### src/rtl/fetcher.sv
// Instruction fetch unit: one program-memory read per FETCH phase, word held for decode.
// Request issues on the edge that samples FETCH; capture on the first edge with ready high.
package gpu_pkg;
  typedef enum logic [2:0] {
    CORE_IDLE    = 3'b000,
    CORE_FETCH   = 3'b001,
    CORE_DECODE  = 3'b010,
    CORE_REQUEST = 3'b011,
    CORE_WAIT    = 3'b100,
    CORE_EXECUTE = 3'b101,
    CORE_UPDATE  = 3'b110,
    CORE_DONE    = 3'b111
  } core_state_t;
endpackage

module fetcher
  import gpu_pkg::*;
#(
  parameter int PROGRAM_MEM_ADDR_BITS = 8,
  parameter int PROGRAM_MEM_DATA_BITS = 16
) (
  input  logic                             clk,
  input  logic                             rst_n,
  input  core_state_t                      core_state,
  input  logic [PROGRAM_MEM_ADDR_BITS-1:0] current_pc,
  output logic                             mem_read_valid,
  output logic [PROGRAM_MEM_ADDR_BITS-1:0] mem_read_address,
  input  logic                             mem_read_ready,
  input  logic [PROGRAM_MEM_DATA_BITS-1:0] mem_read_data,
  output logic [1:0]                       fetcher_state,
  output logic [PROGRAM_MEM_DATA_BITS-1:0] instruction,
  output logic [7:0]                       fetch_wait_cycles
);

  typedef enum logic [1:0] {
    S_IDLE     = 2'b00,
    S_FETCHING = 2'b01,
    S_FETCHED  = 2'b10
  } fetch_state_t;

  fetch_state_t                     r_state;
  logic                             r_valid;
  logic [PROGRAM_MEM_ADDR_BITS-1:0] r_addr;
  logic [PROGRAM_MEM_DATA_BITS-1:0] r_instr;
  logic [7:0]                       r_wait;

  fetch_state_t                     w_state_nx;
  logic                             w_valid_nx;
  logic [PROGRAM_MEM_ADDR_BITS-1:0] w_addr_nx;
  logic [PROGRAM_MEM_DATA_BITS-1:0] w_instr_nx;
  logic [7:0]                       w_wait_nx;

  always_ff @(posedge clk or negedge rst_n) begin
    if (!rst_n) begin
      r_state <= S_IDLE;
      r_valid <= 1'b0;
      r_addr  <= '0;
      r_instr <= '0;
      r_wait  <= '0;
    end else begin
      r_state <= w_state_nx;
      r_valid <= w_valid_nx;
      r_addr  <= w_addr_nx;
      r_instr <= w_instr_nx;
      r_wait  <= w_wait_nx;
    end
  end

  always_comb begin
    w_state_nx = r_state;
    w_valid_nx = r_valid;
    w_addr_nx  = r_addr;
    w_instr_nx = r_instr;
    w_wait_nx  = r_wait;
    case (r_state)
      S_IDLE: begin
        if (core_state == CORE_FETCH) begin
          w_valid_nx = 1'b1;
          w_addr_nx  = current_pc;
          w_wait_nx  = 8'd0;
          w_state_nx = S_FETCHING;
        end
      end
      S_FETCHING: begin
        // Address and core_state are deliberately not looked at here: the request is frozen.
        if (mem_read_ready) begin
          w_instr_nx = mem_read_data;
          w_valid_nx = 1'b0;
          w_state_nx = S_FETCHED;
        end else if (r_wait != 8'hFF) begin
          w_wait_nx = r_wait + 8'd1;
        end
      end
      S_FETCHED: begin
        if (core_state == CORE_DECODE) begin
          w_state_nx = S_IDLE;
        end
      end
      default: begin
        w_state_nx = S_IDLE;
        w_valid_nx = 1'b0;
      end
    endcase
  end

  assign mem_read_valid    = r_valid;
  assign mem_read_address  = r_addr;
  assign fetcher_state     = r_state;
  assign instruction       = r_instr;
  assign fetch_wait_cycles = r_wait;

endmodule

### config.mk
export PLATFORM = sky130hd
export DESIGN_NAME = fetcher
export DESIGN_NICKNAME = d
export VERILOG_FILES = /design/src/rtl/fetcher.sv
export SDC_FILE = /design/constraint.sdc
export NUM_CORES = 1
export LEC_CHECK = 0
export ABC_CLOCK_PERIOD_IN_PS = 2100
export CAP_MARGIN = 20
export CORE_ASPECT_RATIO = 1.5
export CORE_UTILIZATION = 37
export CTS_CLUSTER_SIZE = 28
export DETAILED_ROUTE_END_ITERATION = 10
export GPL_ROUTABILITY_DRIVEN = 0
export PLACE_DENSITY_LB_ADDON = 0.1
export SYNTH_ARGS = -nofsm -noshare
export SYNTH_HDL_FRONTEND = slang
export SYNTH_SLANG_ARGS = --single-unit
### constraint.sdc
create_clock -name clk -period 2.1 [get_ports clk]
set_input_delay 0.42 -clock clk [delete_from_list [all_inputs] [get_ports clk]]
set_output_delay 0.42 -clock clk [all_outputs]
set_load 0.02 [all_outputs]
==> out/qor.csv, run 1 <==
stage,metric,value,unit
grt,grt_pass1_vias,1290,
synth,ys_seq_area_share,59.1,%
placement,dp_hpwl,2540,µm
synth,synth.largest_area_cell,dfrtp_1,
clocking,htreeDepth,2,
sta,timing.final.crit_share,97.5,%
synth,synth_compound_area_share,10.6,%
floorplan,ios,65,
layout,syn_to_final_growth,57.8,%
setup_path,timing.rr.start,fetcher_state[0],
pwr,seqPwrFrac,38.0,%
floorplan,fp.dieW,53.7,µm
grt,antenna_found_initial,0,
route,ant_nets,0,
setup_path,crit_path_end,fetch_wait_cycles[5],
sta,rsz0062_at_grt,yes,
clocking,clkTransAtPathRegs,0.07,ns
sta,fin_setup_tns,0,ns
sta,tightest_slew,0.446,ns
floorplan,design.core.area,3750,µm²
setup_path,rr_endpoint,fetch_wait_cycles[5],
synth,synth_xor_area_share,0,%
sta,fin_skew,0.00523,ns
route,firstDrtPassIters,4,
synth,async_flop_share,100,%
layout,antenna_cells,0,
job,maxCapViolations,0,
synth,synth_enable_flop_cells,0,
sta,fmax,488,MHz
grt,grt_overflow,0,
clocking,root_buffer,clkbuf_8,
synth,yosysMostFrequentCell,dfrtp_1,
setup_path,crit_path_end_kind,flip-flop,
setup_path,crit_type,input pin to flip-flop,
synth,yosys_warnings,0,
route,vias,1210,
worst_hold_path,holdCritPathClass,flip-flop to flip-flop,
clocking,numCtsBuffers,5,
synth,synth_area_per_cell,13.4,µm²
sta,finalSetupViolCount,0,
synth,syn_inst,111,
synth,synthTopCellsByArea,"dfrtp_1, mux2_2, o31ai_1",
clocking,clock_latency,0.28,ns
setup_path,rr_worst_depth,4,
route,wire_per_inst,14.9,µm
synth,synth_top_flop_cell,dfrtp_1,
sta,holdWs,0.504,ns
layout,fin_util,62.4,%
setup_path,startpoint_type,input pin,
sta,layout_min_cycle_time,2.05,ns
synth,synth_cell_types,30,
pwr,intPower,0.00190,W
grt,grt_use_total,18.3,%
setup_path,required,2.27,ns
synth,synth-adder-area-share,0.844,%
pwr,peakVddDrop,0.000805,V
pwr,p_comb_share,46.2,%
synth,synth_area,1480,µm²
pwr,clockPowerShare,15.8,%
sta,drv_slew,0,
synth,syn-num-nets,142,
synth,synthTopCellsByCount,"dfrtp_1, mux2_2, nand2_1",
setup_path,rrSetupSlack,0.20,ns
synth,synth_top_family_by_area,multiplexers,
layout,drive_gt1_share,23.7,%
grt,grt_max_degree,36,
setup_path,worstPathArrival,2.21,ns
layout,multi_input_area,609,µm²
clocking,clockBufferDepth,2,
pwr,sw_frac_of_total,34.7,%
worst_hold_path,min_from,instruction[2],
route,post-route-drc-count,0,
grt,grt_pass1_wl,5700,µm
route,drt_wl_total,3470,µm
floorplan,fp.dieH,79.5,µm
floorplan,start_util,39.5,%
run_status,outcome,finished clean,
sta,hold_viol_final,0,
route,drt-vias-per-instance,5.19,
pwr,powerDensity,1240,nW/µm²
synth,synth_top_area_share,59.1,%
route,drtIter0Drc,12,
layout,ff_latch_area,876,µm²
pwr,power,0.00291,W
floorplan,rows,27,
layout,nFillCells,326,
synth,muxShareOfSynthArea,18.2,%
pwr,power_leakage,1.02,nW
setup_path,startpoint,core_state[1],
floorplan,fp.dieArea,4270,µm²
layout,nNetsFinal,220,
setup_path,path_max_fanout,6,
sta,relSlewSlack,70.3,%
synth,synth-simple-area-share,9.87,%
placement,io_buffers,64,
synth,synth-seq-cells,35,
clocking,tritoncts,done,
pwr,power_switching,0.00101,W
clocking,cts_sinks,35,
## cell type report
cell class / instances / share of cell area (%)
inverter: 3 / 0.481
multi-input combinational: 71 / 26.0
sequential: 35 / 37.4
clock inverter: 1 / 0.214
clock buffer: 7 / 3.26
tap: 43 / 2.30
timing repair buffer: 73 / 30.3
## worst max-delay path, cell delays in order
cell and delay, ns:
clkdlybuf4s50_1 0.42, or4b_4 0.54, a21o_4 0.22, or2_4 0.28
o41ai_2 0.32
## per-stage QoR
stage / setup WS, ns / std cells / area, µm²
6_report: 0.0529 / 233 / 2340
5_1_grt: -0.000552 / 233 / 2340
4_1_cts: 0.0137 / 233 / 2330
3_5_place_dp: -0.399 / 225 / 2240
3_3_place_gp: -0.235 / 225 / 2240
2_1_floorplan: 0.0596 / 111 / 1480
## placed cells by master, fill, tap and decap left out, drive strengths merged, types with 3 or more instances in the layout
cell,netlist,routed
clkdlybuf4s50,0,64
o41ai,3,3
clkbuf,1,7
nand2b,3,3
o21ai,4,4
a21o,4,4
buf,1,9
inv,3,3
mux2,24,24
o31ai,4,4
nand2,5,5
dfrtp,35,35
## repair_timing
action / CTS / global route
hold buffers: 0 / 0
setup endpoints to repair: 2 / 3
setup buffers: 0 / 0
gates resized for setup: 3 / 2
pin swaps: 0 / 1
## worst min path at each step
| stage | endpoint | cells after the start |
|---|---|---|
| 5_1_grt | instruction[14] | 1 |
| 6_report | instruction[2] | 1 |
| 3_5_place_dp | instruction[2] | 1 |
| 4_1_cts | instruction[2] | 1 |
| 3_3_place_gp | instruction[10] | 1 |
| 2_1_floorplan | fetch_wait_cycles[0] | 0 |
## per-layer routing
| metal | part of all wire (%) | GRT usage, % | wire length [µm] | vias to the layer above |
|---|---|---|---|---|
| met3 | 5.7 | 6.29 | 196 | 6 |
| met2 | 52 | 30.4 | 1800 | 40 |
| met1 | 41 | 20.3 | 1410 | 600 |
| li1 | - | - | - | 564 |
| met4 | 1.7 | 8.16 | 59 | 0 |
| met5 | 0 | 0 | 0 | - |
## logic make-up after synthesis
family | after synthesis
adders and majority gates | 1
and+or+nand+nor | 25
AOI/OAI and AO/OA | 21
DFF | 35
muxes | 24
buffers and inverters | 5
## power groups by stage
stage                     Combinational [W]  Clock (W)  Sequential, W
after floorplan                    0.000313          0        0.00143
after global placement              0.00133          0        0.00109
after detailed placement            0.00135          0        0.00112
after CTS                           0.00136   0.000478        0.00111
after global routing                0.00142   0.000507        0.00114
final                               0.00134   0.000461        0.00110
## sequential cells by signal (all words and copies together) (netlist names)
signal             flops
instruction           16
fetch_wait_cycles      8
mem_read_address       8
fetcher_state          2
mem_read_valid         1
Power figures use the tool's default switching activity.
==> inputs of run 2 (changes only) <==
--- a/config.mk
+++ b/config.mk
@@ -13,6 +13,7 @@
 export DETAILED_ROUTE_END_ITERATION = 10
 export GPL_ROUTABILITY_DRIVEN = 0
 export PLACE_DENSITY_LB_ADDON = 0.1
+export RECOVER_POWER = 25
 export SYNTH_ARGS = -nofsm -noshare
 export SYNTH_HDL_FRONTEND = slang
 export SYNTH_SLANG_ARGS = --single-unit
==> run 2 against run 1 <==
  * Non-clock buffer count stayed put
  * Critical path depth stayed put
  * Clock power hardly changed
  * Design area is 0.11% lower
  * Sequential power hardly changed
  * Cell count stayed put
  * Register-to-register slack hardly changed
  * Die area stayed put
  * Combinational power hardly changed
  * Worst setup slack worse by 0.0018 ns
  * Critical endpoint unchanged
  * Largest cell class unchanged
  * Highest routed layer unchanged
==> out/qor.csv, run 2 (synthesis results as in run 1) <==
stage,metric,value,unit,change
sta,drv_slew,0,,unchanged
placement,dp_hpwl,2540,µm,unchanged
route,wire_per_inst,14.8,µm,-0.23%
floorplan,start_util,39.5,%,unchanged
floorplan,fp.dieW,53.7,µm,unchanged
pwr,power_leakage,1.02,nW,about the same
sta,rsz0062_at_grt,yes,,
setup_path,crit_path_cell_trace,"clkdlybuf4s50_1, or4b_4, a21o_4, or2_4, o41ai_2",,
run_status,outcome,finished clean,,
layout,syn_to_final_growth,57.6,%,
sta,fin_setup_tns,0,ns,unchanged
pwr,peakVddDrop,0.000805,V,about the same
route,post-route-drc-count,0,,unchanged
setup_path,required,2.27,ns,about the same
clocking,htreeDepth,2,,unchanged
route,drt_wl_total,3460,µm,-0.23%
setup_path,cp_slowest_cell,or4b_4,,
clocking,clockBufferDepth,2,,unchanged
layout,fin_util,62.3,%,-0.067 points
sta,tightest_slew,0.859,ns,+0.413 ns
layout,nNetsFinal,220,,unchanged
route,ant_nets,0,,unchanged
sta,layout_min_cycle_time,2.05,ns,+0.00180 ns
sta,finalSetupViolCount,0,,unchanged
route,drtIter0Drc,12,,unchanged
setup_path,critPathBufInv,1,,unchanged
sta,fmax,488,MHz,about the same
setup_path,path_max_fanout,6,,unchanged
grt,use_met2,30.4,%,unchanged
setup_path,rrSetupSlack,0.20,ns,about the same
grt,grt_max_degree,36,,unchanged
setup_path,crit_type,input pin to flip-flop,,
setup_path,path_delay_family,simple AND/OR/NAND/NOR gates,,
route,firstDrtPassIters,4,,unchanged
floorplan,ios,65,,unchanged
setup_path,startpoint_type,input pin,,
clocking,clkTransAtPathRegs,0.07,ns,about the same
grt,grt_overflow,0,,unchanged
job,maxCapViolations,0,,unchanged
grt,use_met1,20.3,%,unchanged
clocking,tritoncts,done,,
layout,final_common_cell,clkdlybuf4s50_1,,
floorplan,design.core.area,3750,µm²,unchanged
grt,top_usage_layer,met2,,
setup_path,slowest_delay,0.54,ns,about the same
clocking,cts_sinks,35,,unchanged
sta,hold_viol_final,0,,unchanged
setup_path,worstPathArrival,2.21,ns,about the same
pwr,power,0.00291,W,about the same
grt,grt_pass1_vias,1290,,unchanged
pwr,powerDensity,1240,nW/µm²,about the same
placement,io_buffers,64,,unchanged
grt,use_met3,6.29,%,unchanged
sta,fin_skew,0.00523,ns,+0.00000247 ns
floorplan,fp.dieH,79.5,µm,unchanged
clocking,root_buffer,clkbuf_8,,
setup_path,crit_path_end_kind,flip-flop,,
route,vias,1209,,-0.083%
layout,drive_gt1_share,23.7,%,unchanged
sta,relSlewSlack,42.7,%,-28 points
route,drt-vias-per-instance,5.19,,about the same
clocking,cts_setup_buffers,0,,unchanged
clocking,numCtsBuffers,5,,unchanged
grt,antenna_found_initial,0,,unchanged
floorplan,rows,27,,unchanged
layout,largest_reg_flops,16,,unchanged
sta,timing.final.crit_share,97.6,%,about the same
grt,grt_pass1_wl,5700,µm,unchanged
layout,antenna_cells,0,,unchanged
grt,grt_use_total,18.3,%,unchanged
clocking,clock_latency,0.28,ns,about the same
floorplan,fp.dieArea,4270,µm²,unchanged
worst_hold_path,holdCritPathClass,flip-flop to flip-flop,,
layout,final_cell_mix,"clkdlybuf4s50_1, dfrtp_1, mux2_2, buf_4",,
-- run 2: per-layer routing --
| metal | share of wire [%] | vias up |
|---|---|---|
| met2 | 52 | 40 |
| li1 | - | 564 |
| met1 | 41 | 600 |
| met5 | 0 | - |
| met4 | 1.6 | 0 |
| met3 | 5.6 | 5 |
-- run 2: stage by stage --
stage	hold WS [ns]	cells	setup slack, ns	instance area, µm²
after detailed placement	0.493	225	-0.399	2240
after global placement	0.488	225	-0.235	2240
after global routing	0.526	233	-0.000552	2340
final	0.504	233	0.0511	2340
after CTS	0.509	233	0.0137	2330
after floorplan	0.124	111	0.0596	1480
-- run 2: worst paths after layout --
check	startpoint	to	depth (start not counted)
worst max-delay path	core_state[1]	fetch_wait_cycles[5]	5
worst min-delay path	instruction[2]	instruction[2]	1
worst max register to register	fetcher_state[0]	fetch_wait_cycles[5]	4
worst min register to register	instruction[2]	instruction[2]	1
max in group asynchronous	rst_n	instruction[2]	2
min in group asynchronous	rst_n	fetch_wait_cycles[1]	2
-- run 2: where the power goes --
group / internal (W) / total (W) / switching [W]
Sequential: 0.000939 / 0.00110 / 0.000165
Combinational: 0.000728 / 0.00134 / 0.000615
Clock: 0.000233 / 0.000459 / 0.000227
-- run 2: cell type report --
type | count | area [µm²]
clock buffer | 7 | 76.3
sequential | 35 | 876
timing repair buffer | 73 | 706
multi-input combinational | 71 | 609
fill | 327 | 1410
tap | 43 | 53.8
clock inverter | 1 | 5.00
inverter | 3 | 11.3
-- run 2: timing repair --
| item | CTS | global route |
|---|---|---|
| hold buffers | 0 | 0 |
| pin swaps | 0 | 1 |
| setup endpoints to repair | 2 | 3 |
| resized for setup | 3 | 2 |
-- run 2: worst reg2reg max path, stage by stage (launching register included) --
cell	delay [ns]
dfrtp_1	0.40
or4b_4	0.56
a21o_4	0.22
or2_4	0.28
o41ai_2	0.32
==> RTL change 1, RTL diff (config.mk and constraints of run 1) <==
Reset style: synchronous (`rst_n`), changed in one clocked block.
--- a/src/rtl/fetcher.sv
+++ b/src/rtl/fetcher.sv
@@ -52,3 +52,3 @@
 
-  always_ff @(posedge clk or negedge rst_n) begin
+  always_ff @(posedge clk) begin
     if (!rst_n) begin
Behaviour: differs if rst_n is asserted again (counterexample within 4 cycles, from zero or initial values and one cycle with rst_n low); with rst_n held inactive, the same outputs for 10 cycles.
==> RTL change 1 against run 1 <==
- count of clock-buffer cells in the layout up 1
- setup slack improved by 0.14 ns
- sequential cell count stayed put
- clock skew grew 0.0013 ns
- design area is 4.2% lower
- wire length increased by 6.4%
- synthesized area is 3.0% lower
- fmax grew 7.5%
- highest routed layer unchanged
Power is not compared: it rests on default switching activity, and its combinational part moved more than twofold at a synthesized area within 25%.
==> RTL change 1: results (changes against run 1) <==
timing:
  relSlewSlack_pct: 74.0  # +3.7 points
  setup_viol: 0  # unchanged
  finClkSkew_ns: 0.00651  # +0.00128 ns
routing:
  ant_nets: 0  # unchanged
  first_pass_iters: 4  # unchanged
  avgRoutedWirePerCell_microns: 13.3  # -11%
  drt-vias-per-instance: 5.25  # +1.1%
  drt_iter0_markers: 34  # +22
cells_and_area:
  antenna_cells: 0  # unchanged
  finalNonFillerCells: 277  # +19%
  layout-drive-gt1-share_pct: 9.83  # -14 points
  nets: 264  # +20%
  largest_reg_flops: 16  # unchanged
cts:
  insertion_delay_ns: 0.28  # about the same
  cts_buffer_depth: 2  # unchanged
  cts-resized-gates: 0  # -3
  cts-root-buf: "clkbuf_8"
  post_cts_buffers: 0  # unchanged
  cts.clk_slew.worst_paths_ns: 0.06
  cts_buffers: 5  # unchanged
  htreeDepth: 2  # unchanged
place:
  dp_hpwl_microns: 2670  # +5.4%
  dp_slack_ns: -0.0283  # +0.371 ns
  io_buffers: 64  # unchanged
  post-place-cells: 269  # +20%
grt:
  grt_pass1_vias: 1427  # +11%
  grt_first_pass_wirelength_microns: 6050  # +6.2%
  antenna_found_initial: 0  # unchanged
  grt_max_degree: 18  # -50%
  grt_use_total_pct: 19.3  # +1.0 points
critical_path:
  cp.arrival_ns: 1.48  # -0.73 ns
  cp_slowest_cell: "clkdlybuf4s50_1"
  critical-path-max-stage-delay_ns: 0.68  # +0.14 ns
  regToRegStartpoint: "fetch_wait_cycles[0]$_SDFFE_PN0P_"
  r2r.worst_path.cells: 5  # +1
  startpoint: "fetcher_state[1]$_SDFFE_PN0P_"
  worstPathMaxFanout: 9  # +3
  critPathTopFamily: "buffers and inverters"
power_and_ir_drop:
  peakVddDrop_v: 0.000461
  p_leak_uw: 0.000795
synthesis:
  yosys_warnings: 0  # unchanged
  postSynthCellCount: 163  # +47%
  synth_common_cells: "dfxtp_1, nand2_1, a21oi_1"
  synth_nets: 194  # +37%
  synth-seq-area-share_pct: 48.7  # -10 points
  ys_top_cells_by_area: "dfxtp_1, nand2_1, mux2i_1, a21oi_1, nor2_1"
  synth-async-reset-ratio_pct: 0  # -100 points
  synth_cell_type_count: 35  # +17%
  synth_ff_type: "dfxtp_1"
worst_hold_path:
  hold_depth: 2  # +1
  worstHoldStart: "instruction[3]$_SDFFE_PN0P_"
  worst_hold_path_type: "reg2reg"
outcome:
  outcome: "finished clean"
==> RTL change 1: changes by cell type after synthesis, sizes merged, moves of 4 or more <==
cell    before  now
o311ai       0    4
mux2i        0    9
dfxtp        0   35
a21o         4    0
dfrtp       35    0
mux2        24    0
nor2         2   14
nand3        2    6
a21oi        2   18
nand2        5   35
==> RTL change 1: final timing paths <==
kind | endpoint | slack, ns
hold / removal | instruction[3]$_SDFFE_PN0P_ | 0.46
setup / recovery | fetcher_state[1] | 0.20
hold reg to reg | instruction[3]$_SDFFE_PN0P_ | 0.46
setup reg to reg | fetch_wait_cycles[5]$_SDFFE_PN0P_ | 0.21
==> RTL change 1: layout make-up <==
cell class	instances	area (sq um)
fillers	324	1440
flip-flops and latches	35	701
repair buffers	71	693
multi-input cells	118	686
clock buffers	8	100
well taps	43	53.8
inverters	2	7.51
==> RTL change 1: power breakdown <==
part / leakage [uW] / switching [uW] / internal (uW)
Combinational: 0.000460 / 68.0 / 95.6
Sequential: 0.000283 / 9.94 / 678
Clock: 0.0000515 / 230 / 299
Total: 0.000795 / 308 / 1070
==> RTL change 1: cells by family (layout without fill, tap and decap cells) <==
logic type | count (synthesis) | count (layout) | share of synthesized area [%]
AND/OR/NAND/NOR | 74 | 74 | 25.8
AO/OA/AOI/OAI | 34 | 34 | 14.7
multiplexers | 9 | 9 | 6.27
adder cells (fa/ha/maj) | 1 | 1 | 0.870
flip-flops | 35 | 35 | 48.7
buffers and inverters | 10 | 81 | 3.57
==> RTL change 1: routing by layer <==
metal	part of all wire, %	GRT usage [%]	vias to the layer above
met4	1.5	6.84	0
met5	0	0	-
li1	-	-	708
met1	40	21.1	685
met2	51	33.4	55
met3	6.8	6.59	7
==> RTL change 1: through the flow <==
step                      utilization, %  cell area, sq um
after floorplan                        -              1440
after global placement              58.1              2140
after detailed placement            58.1              2140
after CTS                           60.9              2240
after global routing                60.9              2240
final                               60.9              2240
==> RTL change 2, RTL diff (config.mk and constraints of run 1) <==
Made on the original files. Change the parameter `PROGRAM_MEM_ADDR_BITS` from 8 to 10.
--- a/src/rtl/fetcher.sv
+++ b/src/rtl/fetcher.sv
@@ -18,3 +18,3 @@
 #(
-  parameter int PROGRAM_MEM_ADDR_BITS = 8,
+  parameter int PROGRAM_MEM_ADDR_BITS = 10,
   parameter int PROGRAM_MEM_DATA_BITS = 16
Interface: changed (resized current_pc and mem_read_address); port bits go from 65 to 69. No check against the original RTL was run, so the function may have changed too.
==> RTL change 2 against run 1 <==
- total power increased by 9.3%
- final cell count increased by 4.7%
- setup slack improved by 0.036 ns
- clock skew increased by 0.0017 ns
- synthesized area increased by 5.1%
- sequential cell count increased by 2
- wire length increased by 5.1%
- largest cell class unchanged
- design area increased by 6.0%
==> RTL change 2: results (changes against run 1) <==
timing:
  worst_pin_slew_ns: 0.816  # +0.370 ns
  holdWs_ns: 0.216  # -0.288 ns
  finClkSkew_ns: 0.00694  # +0.00171 ns
synthesis:
  synth_cell_type_count: 33  # +10%
  synthXorXnorAreaFrac_pct: 0  # unchanged
  synthAdderAreaFrac_pct: 0.803  # -0.041 points
  synth-async-reset-ratio_pct: 100  # unchanged
  synth-seq-area-share_pct: 59.4  # +0.32 points
  synth-compound-area-share_pct: 9.47  # -1.2 points
  synth_common_cells: "dfrtp_1, mux2_2, nand2_1"
  muxShareOfSynthArea_pct: 18.8  # +0.55 points
  synth_nets: 149  # +4.9%
  yosys_warnings: 0  # unchanged
  ys_top_cells_by_area: "dfrtp_1, mux2_2, o31ai_1, o41ai_1, nand2_1"
cts:
  htreeDepth: 2  # unchanged
  post_cts_buffers: 0  # unchanged
  cts-resized-gates: 0  # -3
  cts-root-buf: "clkbuf_8"
  cts.clk_slew.worst_paths_ns: 0.08
routing:
  wirelength_microns: 3640  # +5.1%
  met2_length_microns: 1880  # +4.0%
  top_layer_used: "met4"
  wl_met3_microns: 210  # +7.1%
  first_pass_iters: 4  # unchanged
  wl_met1_microns: 1490  # +6.3%
  vias: 1260  # +4.1%
  drt_iter0_markers: 17  # +5
place:
  io_buffers: 68  # +6.3%
  dp_hpwl_microns: 2710  # +6.9%
  dpl-instance-area_sq_mm: 0.00236  # +5.7%
grt:
  grt_use_total_pct: 18.7  # +0.40 points
  antenna_found_initial: 0  # unchanged
  grt_max_degree: 38  # +5.6%
  grt_first_pass_wirelength_microns: 5990  # +5.1%
power_and_ir_drop:
  swShare_pct: 34.2  # -0.44 points
  p_leak_uw: 0.00108  # +5.3%
  peakVddDrop_v: 0.000888  # +10%
critical_path:
  critPathTopFamily: "simple AND/OR/NAND/NOR gates"
  regToRegStartpoint: "fetcher_state[0]$_DFFE_PN0P_"
  worstPathMaxFanout: 6  # unchanged
  setup.worst_path.end: "fetch_wait_cycles[4]$_DFFE_PN0P_"
  cp_slowest_cell: "or4b_4"
  r2r_slack_ns: 0.23  # +0.03 ns
outcome:
  outcome: "finished clean"
cells_and_area:
  antenna_cells: 0  # unchanged
  nFillCells: 353  # +8.3%
  layout-drive-gt1-share_pct: 25.1  # +1.4 points
  nets: 231  # +5.0%
worst_hold_path:
  worst_hold_path_type: "in2async"
==> RTL change 2: layout make-up <==
type	count	area [sq um]	share of cell area [%]
timing repair buffer	77	756	30.5
inverter	3	11.3	0.454
multi-input combinational	74	631	25.4
clock buffer	7	96.3	3.88
tap	45	56.3	2.27
clock inverter	1	5.00	0.202
sequential	37	926	37.3
==> RTL change 2: per-stage QoR <==
stage | power [uW] | std cells | worst slack (ns) | setup TNS [ns]
6_report | 3180 | 244 | 0.0886 | 0
5_1_grt | 3370 | 244 | 0.0311 | 0
4_1_cts | 3210 | 244 | 0.0266 | 0
3_5_place_dp | 2650 | 236 | -0.277 | -2.97
3_3_place_gp | 2620 | 236 | -0.254 | -2.72
2_1_floorplan | 1870 | 116 | 0.0568 | 0
==> RTL change 2: power groups by stage <==
stage          logic [uW]  clock network (uW)  registers, uW
6_report             1450                 544           1180
5_1_grt              1550                 594           1230
4_1_cts              1470                 557           1190
3_5_place_dp         1460                   0           1200
3_3_place_gp         1440                   0           1180
2_1_floorplan         334                   0           1540
==> RTL change 2: logic make-up (layout without fill, tap and decap cells) <==
group,count (synthesis),in the layout
and+or+nand+nor,27,27
buffers and inverters,5,88
DFF,37,37
adders and majority gates,1,1
AOI/OAI and AO/OA,20,20
muxes,26,26
==> RTL change 2: metal layers <==
layer  global-route usage (%)  up-vias
li1                         -      589
met1                     21.3      618
met2                     31.6       46
met3                     6.30        7
met4                     6.75        0
met5                        0        -
==> RTL change 2: worst register-to-register path: stages (launching register included) <==
cell,delay (ns)
dfrtp_1,0.39
or4b_4,0.55
a21o_4,0.23
or2_4,0.28
a211o_1,0.31
